<file path="src/rtl/scara_pkg.sv">
// Shared types and default timing constants for the SCARA stepper path.
package scara_pkg;

    typedef enum logic [1:0] {
        IDLE,
        SETUP,
        SLOT,
        DONE
    } sched_state_t;

    localparam int STEP_W_DEF      = 64;
    localparam int STEP_PERIOD_DEF = 1000;
    localparam int PULSE_W_DEF     = 100;
    localparam int DIR_SETUP_DEF   = 50;

endpackage

</file>
<file path="src/rtl/step_slot_timer.sv">
// In-slot cycle counter. Its flags describe the position the counter takes on
// the next edge, so the scheduler can register its pins without a cycle of lag.
module step_slot_timer
    import scara_pkg::*;
#(
    parameter int STEP_PERIOD = STEP_PERIOD_DEF,
    parameter int PULSE_W     = PULSE_W_DEF
) (
    input  logic clk,
    input  logic reset,
    input  logic clear,
    input  logic en,
    output logic slot_start,
    output logic pulse_active,
    output logic slot_end
);

    localparam int CW = $clog2(STEP_PERIOD);

    logic [CW-1:0] r_cnt;
    logic [CW-1:0] w_cnt_nxt;

    always_comb begin
        w_cnt_nxt = r_cnt;
        if (clear) begin
            w_cnt_nxt = '0;
        end else if (en) begin
            w_cnt_nxt = (r_cnt == CW'(STEP_PERIOD - 1)) ? '0 : r_cnt + 1'b1;
        end
    end

    always_ff @(posedge clk) begin
        if (reset) begin
            r_cnt <= '0;
        end else begin
            r_cnt <= w_cnt_nxt;
        end
    end

    assign slot_start   = (w_cnt_nxt == '0);
    assign pulse_active = (w_cnt_nxt < CW'(PULSE_W));
    assign slot_end     = (w_cnt_nxt == CW'(STEP_PERIOD - 1));

endmodule

</file>
<file path="src/rtl/stepper_scheduler.sv">
// Two-joint step/dir sequencer: accepts one coordinated move and spreads the
// minor-axis steps across the major-axis slots with a Bresenham accumulator.
module stepper_scheduler
    import scara_pkg::*;
#(
    parameter int STEP_W      = STEP_W_DEF,
    parameter int STEP_PERIOD = STEP_PERIOD_DEF,
    parameter int PULSE_W     = PULSE_W_DEF,
    parameter int DIR_SETUP   = DIR_SETUP_DEF
) (
    input  logic              clk,
    input  logic              reset,
    input  logic              cmd_valid,
    input  logic [STEP_W-1:0] m1_steps,
    input  logic [STEP_W-1:0] m2_steps,
    input  logic              dir1_in,
    input  logic              dir2_in,
    input  logic              abort,
    output logic              stepper_ready,
    output logic              step1,
    output logic              step2,
    output logic              dir1,
    output logic              dir2,
    output logic              move_done
);

    localparam int SW = (DIR_SETUP > 1) ? $clog2(DIR_SETUP) : 1;

    sched_state_t      r_state;
    sched_state_t      w_state_nxt;

    logic [SW-1:0]     r_setup_cnt;
    logic [STEP_W-1:0] r_n;
    logic [STEP_W-1:0] r_m;
    logic [STEP_W-1:0] r_err;
    logic [STEP_W-1:0] r_slots_done;
    logic              r_maj1;
    logic              r_fire1;
    logic              r_fire2;
    logic              r_step1;
    logic              r_step2;
    logic              r_dir1;
    logic              r_dir2;
    logic              r_done;
    logic              r_ready;

    logic              w_accept;
    logic              w_zero;
    logic              w_m1_ge;
    logic              w_setup_last;
    logic              w_last_slot;
    logic              w_slot_nxt;
    logic              w_new_slot;
    logic              w_tmr_clr;
    logic              w_tmr_en;
    logic              w_slot_start;
    logic              w_pulse_active;
    logic              w_slot_end;
    logic [STEP_W:0]   w_e_sum;
    logic              w_minor_fire;
    logic [STEP_W-1:0] w_err_nxt;
    logic              w_fire1;
    logic              w_fire2;

    assign w_accept     = (r_state == IDLE) && cmd_valid;
    assign w_zero       = (m1_steps == '0) && (m2_steps == '0);
    assign w_m1_ge      = (m1_steps >= m2_steps);
    assign w_setup_last = (r_setup_cnt == SW'(DIR_SETUP - 1));
    assign w_last_slot  = (r_slots_done == r_n);

    // The timer sits at position 0 outside SLOT, so the SETUP->SLOT edge
    // already sees slot_start and pulse_active.
    assign w_tmr_clr = (r_state != SLOT) || abort;
    assign w_tmr_en  = (r_state == SLOT);

    step_slot_timer #(
        .STEP_PERIOD (STEP_PERIOD),
        .PULSE_W     (PULSE_W)
    ) u_slot_timer (
        .clk          (clk),
        .reset        (reset),
        .clear        (w_tmr_clr),
        .en           (w_tmr_en),
        .slot_start   (w_slot_start),
        .pulse_active (w_pulse_active),
        .slot_end     (w_slot_end)
    );

    always_comb begin
        w_state_nxt = r_state;
        unique case (r_state)
            IDLE: begin
                if (cmd_valid) begin
                    w_state_nxt = w_zero ? DONE : SETUP;
                end
            end
            SETUP: begin
                if (abort) begin
                    w_state_nxt = IDLE;
                end else if (w_setup_last) begin
                    w_state_nxt = SLOT;
                end
            end
            SLOT: begin
                if (abort) begin
                    w_state_nxt = IDLE;
                end else if (w_slot_start && w_last_slot) begin
                    w_state_nxt = DONE;
                end
            end
            DONE:    w_state_nxt = IDLE;
            default: w_state_nxt = IDLE;
        endcase
    end

    always_ff @(posedge clk) begin
        if (reset) begin
            r_state <= IDLE;
        end else begin
            r_state <= w_state_nxt;
        end
    end

    // err < N always holds, so err + M < 2N fits in STEP_W+1 bits.
    assign w_slot_nxt   = (w_state_nxt == SLOT);
    assign w_new_slot   = w_slot_nxt && w_slot_start;
    assign w_e_sum      = {1'b0, r_err} + {1'b0, r_m};
    assign w_minor_fire = (w_e_sum >= {1'b0, r_n});
    assign w_err_nxt    = w_minor_fire ? STEP_W'(w_e_sum - {1'b0, r_n}) : STEP_W'(w_e_sum);
    assign w_fire1      = w_new_slot ? (r_maj1 || w_minor_fire) : r_fire1;
    assign w_fire2      = w_new_slot ? (!r_maj1 || w_minor_fire) : r_fire2;

    always_ff @(posedge clk) begin
        if (reset) begin
            r_ready      <= 1'b1;
            r_done       <= 1'b0;
            r_step1      <= 1'b0;
            r_step2      <= 1'b0;
            r_dir1       <= 1'b0;
            r_dir2       <= 1'b0;
            r_fire1      <= 1'b0;
            r_fire2      <= 1'b0;
            r_maj1       <= 1'b0;
            r_err        <= '0;
            r_slots_done <= '0;
            r_setup_cnt  <= '0;
        end else begin
            r_ready <= (w_state_nxt == IDLE);
            r_done  <= (w_state_nxt == DONE);
            r_step1 <= w_slot_nxt && w_fire1 && w_pulse_active;
            r_step2 <= w_slot_nxt && w_fire2 && w_pulse_active;
            if (w_accept) begin
                r_dir1       <= dir1_in;
                r_dir2       <= dir2_in;
                r_maj1       <= w_m1_ge;
                r_err        <= '0;
                r_slots_done <= '0;
                r_setup_cnt  <= '0;
            end else begin
                if (r_state == SETUP) begin
                    r_setup_cnt <= r_setup_cnt + 1'b1;
                end
                if (w_slot_nxt && w_slot_end) begin
                    r_slots_done <= r_slots_done + 1'b1;
                end
                if (w_new_slot) begin
                    r_fire1 <= w_fire1;
                    r_fire2 <= w_fire2;
                    r_err   <= w_err_nxt;
                end
            end
        end
    end

    always_ff @(posedge clk) begin
        if (w_accept) begin
            r_n <= w_m1_ge ? m1_steps : m2_steps;
            r_m <= w_m1_ge ? m2_steps : m1_steps;
        end
    end

    assign stepper_ready = r_ready;
    assign step1         = r_step1;
    assign step2         = r_step2;
    assign dir1          = r_dir1;
    assign dir2          = r_dir2;
    assign move_done     = r_done;

endmodule

</file>
<file path="config.mk">
export PLATFORM = sky130hd
export DESIGN_NAME = stepper_scheduler
export DESIGN_NICKNAME = d
export VERILOG_FILES = /design/src/rtl/scara_pkg.sv /design/src/rtl/step_slot_timer.sv /design/src/rtl/stepper_scheduler.sv
export SDC_FILE = /design/constraint.sdc
export NUM_CORES = 1
export LEC_CHECK = 0
export ABC_CLOCK_PERIOD_IN_PS = 8700
export BUFFER_PORTS_ARGS = -buffer_cell sky130_fd_sc_hd__buf_2
export CAP_MARGIN = 0
export CORE_MARGIN = 2
export CORE_UTILIZATION = 45
export DETAILED_ROUTE_END_ITERATION = 10
export HOLD_SLACK_MARGIN = 0.02
export PLACE_DENSITY = 0.72
export SLEW_MARGIN = 20
export SYNTH_ARGS = -nofsm -noshare
export SYNTH_HDL_FRONTEND = slang
export SYNTH_HIERARCHICAL = 1
export SYNTH_SLANG_ARGS = --single-unit
export TNS_END_PERCENT = 1
</file>
<file path="constraint.sdc">
create_clock -name clk -period 8.7 [get_ports clk]
set_clock_uncertainty 0.05 [all_clocks]
set_input_delay 0.435 -clock clk [delete_from_list [all_inputs] [get_ports clk]]
set_output_delay 0.435 -clock clk [all_outputs]
set_load 0.005 [all_outputs]
</file>
### Yosys cells after proc, flatten, opt, wreduce, memory -nomap -nowiden

Index checks and enable logic that the tools add are counted.
W data, S select, Z words.

| word-level totals | value |
|---|---|
| register bits | 283 |
| logic and storage cells | 70 |

| cells by class | value |
|---|---|
| $add $sub $neg | 5 |
| magnitude comparators | 3 |
| equality and inequality tests | 10 |
| multiplexer cells | 15 |
| bitwise gates (word level) | 1 |
| reductions and logical operators | 20 |

Operators with widths:

| cell | number |
|---|---|
| $mux W64 | 3 |
| $logic_not A64 Y1 | 2 |
| $add A64 B64 Y65 | 1 |
| $ge A65 B64 Y1 | 1 |
| $add A64 B1 Y64 const B | 1 |
| $eq A64 B64 Y1 | 1 |
| $ge A64 B64 Y1 | 1 |
| $sub A64 B64 Y64 | 1 |
| $mux W10 | 3 |
| $eq A10 B10 Y1 const B | 2 |
| $mux W2 | 6 |
| $add A10 B1 Y10 const B | 1 |
| $logic_not A10 Y1 | 1 |
| $lt A10 B7 Y1 const B | 1 |
| $logic_and A1 B1 Y1 | 9 |
| $eq A2 B2 Y1 const B | 4 |
| $pmux W2 S4 | 1 |
| $add A6 B1 Y6 const B | 1 |
| $eq A6 B6 Y1 const B | 1 |
| $logic_not A2 Y1 | 2 |
| $logic_or A1 B1 Y1 | 3 |
| $eq A2 B1 Y1 const B | 1 |
| $mux W1 | 2 |
| $ne A2 B2 Y1 const B | 1 |
| other kinds (4) | 4 |

### Depth between registers and ports, before layout

| depth | value |
|---|---|
| depth in word-level cells | 14 |
| depth in mapped cells | 27 |
| gate-level depth less buffers | 25 |

### Modules after synthesis

The synthesis kept the hierarchy.

Modules (own cells, without submodules):

| module | times used | cells each | area an instance (µm²) | seq. area each (µm²) |
|---|---|---|---|---|
| stepper_scheduler | 1 | 2642 | 21913.5 | 6746.5 |
| step_slot_timer | 1 | 98 | 767.0 | 200.2 |

### Least setup slack after synthesis

OpenSTA, ideal clock, no wires.

| path | value |
|---|---|
| kind | in2reg |
| start | input cmd_valid |
| end | register r_err[14] |
| setup time | 0.070 ns |
| arrival | 5.648 ns |
| required time | 8.580 ns |
| setup slack | 2.932 ns |
| stages on the path | 11 |
| path through | nor3b_1 > clkbuf_1 > a31oi_1 > inv_1 > a21o_1 > nor2_1 > and2_1 > clkbuf_1 > clkbuf_1 > clkbuf_1 > a21oi_1 |

| between the ends | value |
|---|---|
| elaborated cells between the ends (all ways) | 6 |
| those cells by class | 1 x eq/ne; 2 x mux; 3 x reduce/logical |

RTL lines:

| what | line | text |
|---|---|---|
| from (decl) | stepper_scheduler.sv:13 | `input logic cmd_valid,` |
| $logic_and A1 B1 Y1 | stepper_scheduler.sv:65 | `assign w_accept = (r_state == IDLE) && cmd_valid;` |
| named net w_accept | stepper_scheduler.sv:47 | `logic w_accept;` |
| $reduce_or A2 Y1 (no line) | -- |  |
| to (signal assigned) | stepper_scheduler.sv:169 | `r_err <= w_err_nxt;` |
| to (decl) | stepper_scheduler.sv:35 | `logic [STEP_W-1:0] r_err;` |

The timed path passes the listed nets, and every way through them passes these cells.
A chain may end at the register's enable or synchronous reset.

### Worst setup path after layout

| path | value |
|---|---|
| start | register r_m[8] |
| end | register r_err[57] |

| between the ends | value |
|---|---|
| longest elaborated chain between the ends | 3 |
| elaborated cells between the ends (all ways) | 4 |
| those cells by class | 2 x add/sub; 1 x order compare; 1 x mux |

RTL lines:

| what | line | text |
|---|---|---|
| from (decl) | stepper_scheduler.sv:34 | `logic [STEP_W-1:0] r_m;` |
| from (signal assigned) | stepper_scheduler.sv:178 | `r_m <= w_m1_ge ? m2_steps : m1_steps;` |
| $add A64 B64 Y65 * | stepper_scheduler.sv:127 | `assign w_e_sum = {1'b0, r_err} + {1'b0, r_m};` |
| $sub A64 B64 Y64 / $ge A65 B64 Y1 (equally long branches) | stepper_scheduler.sv:129, stepper_scheduler.sv:128 |  |
| $mux W64 * | stepper_scheduler.sv:129 | `assign w_err_nxt = w_minor_fire ? STEP_W'(w_e_sum - {1'b0, r_n}) : STEP_W'(w_e_sum);` |

Every way passes the cells marked *; elsewhere a longest branch is shown, timed or not.

==> impl_results.rst <==
.. list-table::
   :header-rows: 1

   * - Metric
     - Value
   * - Compound-gate portion of the synthesized area
     - 0.209
   * - Top flip-flop cell by instance count after synthesis
     - sky130_fd_sc_hd__dfxtp_1
   * - FF+latch count, synth
     - between 200 and 300
   * - Average wire per cell in the routed design
     - approximately 23 um
   * - Synthesized area per cell
     - about 8.3 um^2
   * - Critical Path Sink
     - r_err[57]$_SDFFE_PP0P_
   * - Count of final setup violators
     - 0
   * - Detail Placement HPWL
     - roughly 63000 um
   * - CTS resizes
     - 0
   * - NumNets Final
     - ~3100
   * - Minimum clock period
     - 7200 ps
   * - Number of warnings reported in the yosys synthesis log
     - 6
   * - Hold_buf cts
     - 0
   * - Post-DP Area
     - ~24000 um^2
   * - Share of synthesized area occupied by flip-flops and latches
     - 0.306
   * - Adder and majority gate portion of the synthesized area
     - 0.110
   * - Highest clock frequency the design can meet
     - between 100 and 150 MHz
   * - Clock root buffer
     - sky130_fd_sc_hd__clkbuf_16
   * - DRC violation count after routing
     - 0
   * - Gr usage total
     - 0.292
   * - Critical Path Most Common Cell
     - sky130_fd_sc_hd__o21ai_0
   * - Detailed-route via count
     - about 22000
   * - Antenna diode instance count
     - 0
   * - Endpoints failing hold
     - 0
   * - Period utilization
     - 0.828
   * - Number of antenna violations at the first check in global routing
     - 1
   * - FF-to-FF path depth
     - 25
   * - Fraction of final layout cells with drive strength greater than 1
     - 0.108
   * - Post-synthesis mux area share
     - 0.0425
   * - Dominant combinational cell family by area after synthesis
     - compound AO/OA/AOI/OAI gates
   * - Post-route setup slack
     - roughly 1500 ps
   * - Static leakage
     - roughly 0.011 uW
   * - CP max-delay cell
     - sky130_fd_sc_hd__a31oi_1
   * - Initial Util
     - 0.454
   * - Netlist Area Pre-Place
     - between 20000 and 25000 um^2
   * - I/O Pins
     - 140
   * - Count of maximum capacitance violations
     - 0
   * - CTS tree
     - yes
   * - Max Root-Sink Buffers
     - 3
   * - Worst endpoint data arrival time
     - 7620 ps
   * - Clock transition at the register clock pins on the worst setup and hold paths after CTS
     - 60 ps
   * - Basic-gate share of the synthesized area counting and, or, nand and nor cells
     - 0.186
   * - Max-slew violation count
     - 0
   * - Fraction of registers with async set or reset after synthesis
     - 0
   * - Height of the chip
     - 229 um
   * - Worst-skew pair later-pin latency
     - 560 ps
   * - Count of distinct cell types in the synthesized netlist
     - 92
   * - Layout filler cell count
     - approximately 4800
   * - Slew Limit Headroom
     - 0.288
   * - Post-synthesis xor/xnor area fraction
     - 0.0923
   * - Cell type contributing the most total cell area after synthesis
     - sky130_fd_sc_hd__edfxtp_1
   * - Final antenna-violating net count
     - 0
   * - Core Area
     - 50000 um^2
   * - Number of instances in the synthesized netlist
     - roughly 2700
   * - Required arrival time at the worst endpoint
     - roughly 9000 ps
   * - Inserted Clock Buffers
     - 34
   * - Final cell utilization of the core
     - 0.501
   * - Vias in the first global route
     - ~20000
   * - Maximum level of the CTS H-tree
     - 2
   * - Number of enable-type register cells in the synthesized netlist
     - around 130
   * - Type of the worst setup path
     - reg2reg
   * - Syn_nets
     - ~3100
   * - Ratio of routed vias to standard cells
     - between 6 and 7
   * - Initial drt markers
     - 2373
   * - GP Congestion
     - between 1 and 1.5
   * - Final Cell Area
     - approximately 25000 um^2
   * - Outcome
     - completed
   * - Die Footprint
     - 52200 um^2
   * - Setup slack on the worst flop-to-flop path
     - approximately 1500 ps
   * - Input/output buffers
     - 139
   * - Clk sink count
     - ~280
   * - Residual overflow from global routing
     - 0
   * - Sum of negative setup slack
     - 0 ps
   * - Place WS
     - between 1500 and 2000 ps
   * - Logic depth of the worst path, buffers included
     - 25
   * - Type of element capturing the critical path
     - flip-flop
   * - Global-route wire length before repair
     - about 120000 um
   * - Stage delay of the slowest cell on the critical path
     - roughly 550 ps
   * - List of most frequent post-synthesis cells
     - sky130_fd_sc_hd__a21oi_1 (242), sky130_fd_sc_hd__nor2_1 (234), sky130_fd_sc_hd__nand2_1 (225)
   * - Routed WL
     - approximately 79000 um
   * - Layout Area Growth over Synthesis
     - 10.3%
   * - Crit Path Max Fanout
     - between 60 and 70
   * - PD cells
     - roughly 170 nW/um^2
   * - Leading cell type by number of instances after synthesis
     - sky130_fd_sc_hd__a21oi_1
   * - Kind of cell with the highest combined delay on the critical path
     - compound AO/OA/AOI/OAI gates
   * - Die width
     - approximately 230 um
   * - Detailed Routing Iterations Pass 1
     - 8
   * - Worst R2R End
     - r_err[57]$_SDFFE_PP0P_
   * - Top cell type's share of synthesized area
     - 0.169
   * - Setup repair after global routing missed its margin
     - no
   * - Transition time at the pin with the least slew margin
     - approximately 1100 ps
   * - Worst path buffer plus inverter count
     - 1
   * - Site Rows
     - 82
   * - Crit start category
     - flip-flop
   * - Post-CTS Setup Inserts
     - 0
   * - Startpoint of the lowest-slack register-to-register path
     - r_m[8]$_DFFE_PP_
   * - CP startpoint
     - r_m[8]$_DFFE_PP_
   * - Largest net degree at the start of global routing
     - 86
   * - Worst hold path type
     - in2reg
   * - Top post-synthesis cells by area
     - sky130_fd_sc_hd__edfxtp_1 (17%), sky130_fd_sc_hd__dfxtp_1 (14%), sky130_fd_sc_hd__ha_1 (11%)
   * - Worst vdd ir
     - between 0.1 and 0.15 mV
power breakdown:
part	internal (uW)	total [uW]	switching [uW]
sequential	1480	1540	64.5
clock	836	1440	608
combinational	447	1210	761
total	2760	4190	1430
metrics by stage:
step | instances | hold WS, ps | power, uW
finish | 3502 | 82.7 | 4190
global route | 3502 | 117 | 4370
CTS | 3500 | 69.7 | 4170
detailed placement | 3439 | 417 | 2730
global placement | 3439 | 413 | 2720
floorplan | 2740 | 400 | 2370
worst min-delay path by stage:
stage,startpoint,to,slack (ps),depth (start not counted)
CTS,dir1_in,dir1$_SDFFE_PP0P_,70,3
global route,dir2_in,dir2$_SDFFE_PP0P_,120,3
global placement,r_err[58]$_SDFFE_PP0P_,r_err[58]$_SDFFE_PP0P_,410,2
finish,dir1_in,dir1$_SDFFE_PP0P_,80,3
detailed placement,r_err[58]$_SDFFE_PP0P_,r_err[58]$_SDFFE_PP0P_,420,2
floorplan,r_err[58]$_SDFFE_PP0P_,r_err[58]$_SDFFE_PP0P_,400,2
cell usage in the layout (no fill, tap or decap), types with 96 or more instances in the layout:
cell,instances
sky130_fd_sc_hd__xnor2_1,112
sky130_fd_sc_hd__buf_2,139
sky130_fd_sc_hd__a21oi_1,241
sky130_fd_sc_hd__o21ai_0,212
sky130_fd_sc_hd__xor2_1,127
sky130_fd_sc_hd__inv_1,185
sky130_fd_sc_hd__edfxtp_1,128
sky130_fd_sc_hd__nor2_1,232
sky130_fd_sc_hd__nand2_1,225
sky130_fd_sc_hd__a21o_1,96
sky130_fd_sc_hd__ha_1,196
sky130_fd_sc_hd__dfxtp_1,155
flip-flops by register name, summed over array words and instances (netlist names):
| name | count |
|---|---|
| dir1 | 1 |
| step2 | 1 |
| r_fire1 | 1 |
| r_state | 2 |
| stepper_ready | 1 |
| r_setup_cnt | 6 |
| r_maj1 | 1 |
| move_done | 1 |
| u_slot_timer/r_cnt | 10 |
| step1 | 1 |
| dir2 | 1 |
| r_fire2 | 1 |
| r_n | 64 |
| r_m | 64 |
| r_slots_done | 64 |
| r_err | 64 |
cell type report:
class,instances,area (um^2),area share
clock buffers,50,1000,0.0401
repair buffers,156,876,0.0350
clock inverters,11,100,0.00400
inverters,185,694,0.0278
well taps,672,841,0.0336
flip-flops and latches,283,6950,0.278
multi-input cells,2145,14600,0.582
routing by layer:
| metal | routed length [um] | global-route usage |
|---|---|---|
| met5 | 27 | 0 |
| met4 | 3420 | 0.117 |
| met3 | 6410 | 0.0470 |
| met2 | 35000 | 0.468 |
| met1 | 33900 | 0.393 |
worst reg2reg max path: stages, from the launching register on:
cell and delay (ps):
sky130_fd_sc_hd__edfxtp_1 380, sky130_fd_sc_hd__ha_1 400, sky130_fd_sc_hd__a2111oi_0 400, sky130_fd_sc_hd__o21ai_0 160, sky130_fd_sc_hd__o21ai_0 130, sky130_fd_sc_hd__o41ai_2 150
sky130_fd_sc_hd__a31oi_1 550, sky130_fd_sc_hd__o21ai_2 250, sky130_fd_sc_hd__a211oi_2 390, sky130_fd_sc_hd__o31ai_1 210, sky130_fd_sc_hd__a311oi_2 530, sky130_fd_sc_hd__o21ai_0 230
sky130_fd_sc_hd__xor2_1 200, sky130_fd_sc_hd__ha_1 260, sky130_fd_sc_hd__a21o_1 170, sky130_fd_sc_hd__a21o_1 160, sky130_fd_sc_hd__a21o_1 180, sky130_fd_sc_hd__a21oi_1 130
sky130_fd_sc_hd__o21ai_0 100, sky130_fd_sc_hd__a2111o_1 360, sky130_fd_sc_hd__nand3b_1 250, sky130_fd_sc_hd__nor2_4 520, sky130_fd_sc_hd__buf_12 320, sky130_fd_sc_hd__nand3_1 200
sky130_fd_sc_hd__mux2_2 280, sky130_fd_sc_hd__a31oi_1 150
kinds of logic after synthesis:
logic type / after synthesis
muxes: 88
xor gates and xnor gates: 239
AOI/OAI and AO/OA: 767
DFF: 283
and+or+nand+nor: 853
adders and majority gates: 198
buffers and inverters: 312
No activity file was read; power rests on OpenSTA's default activity.
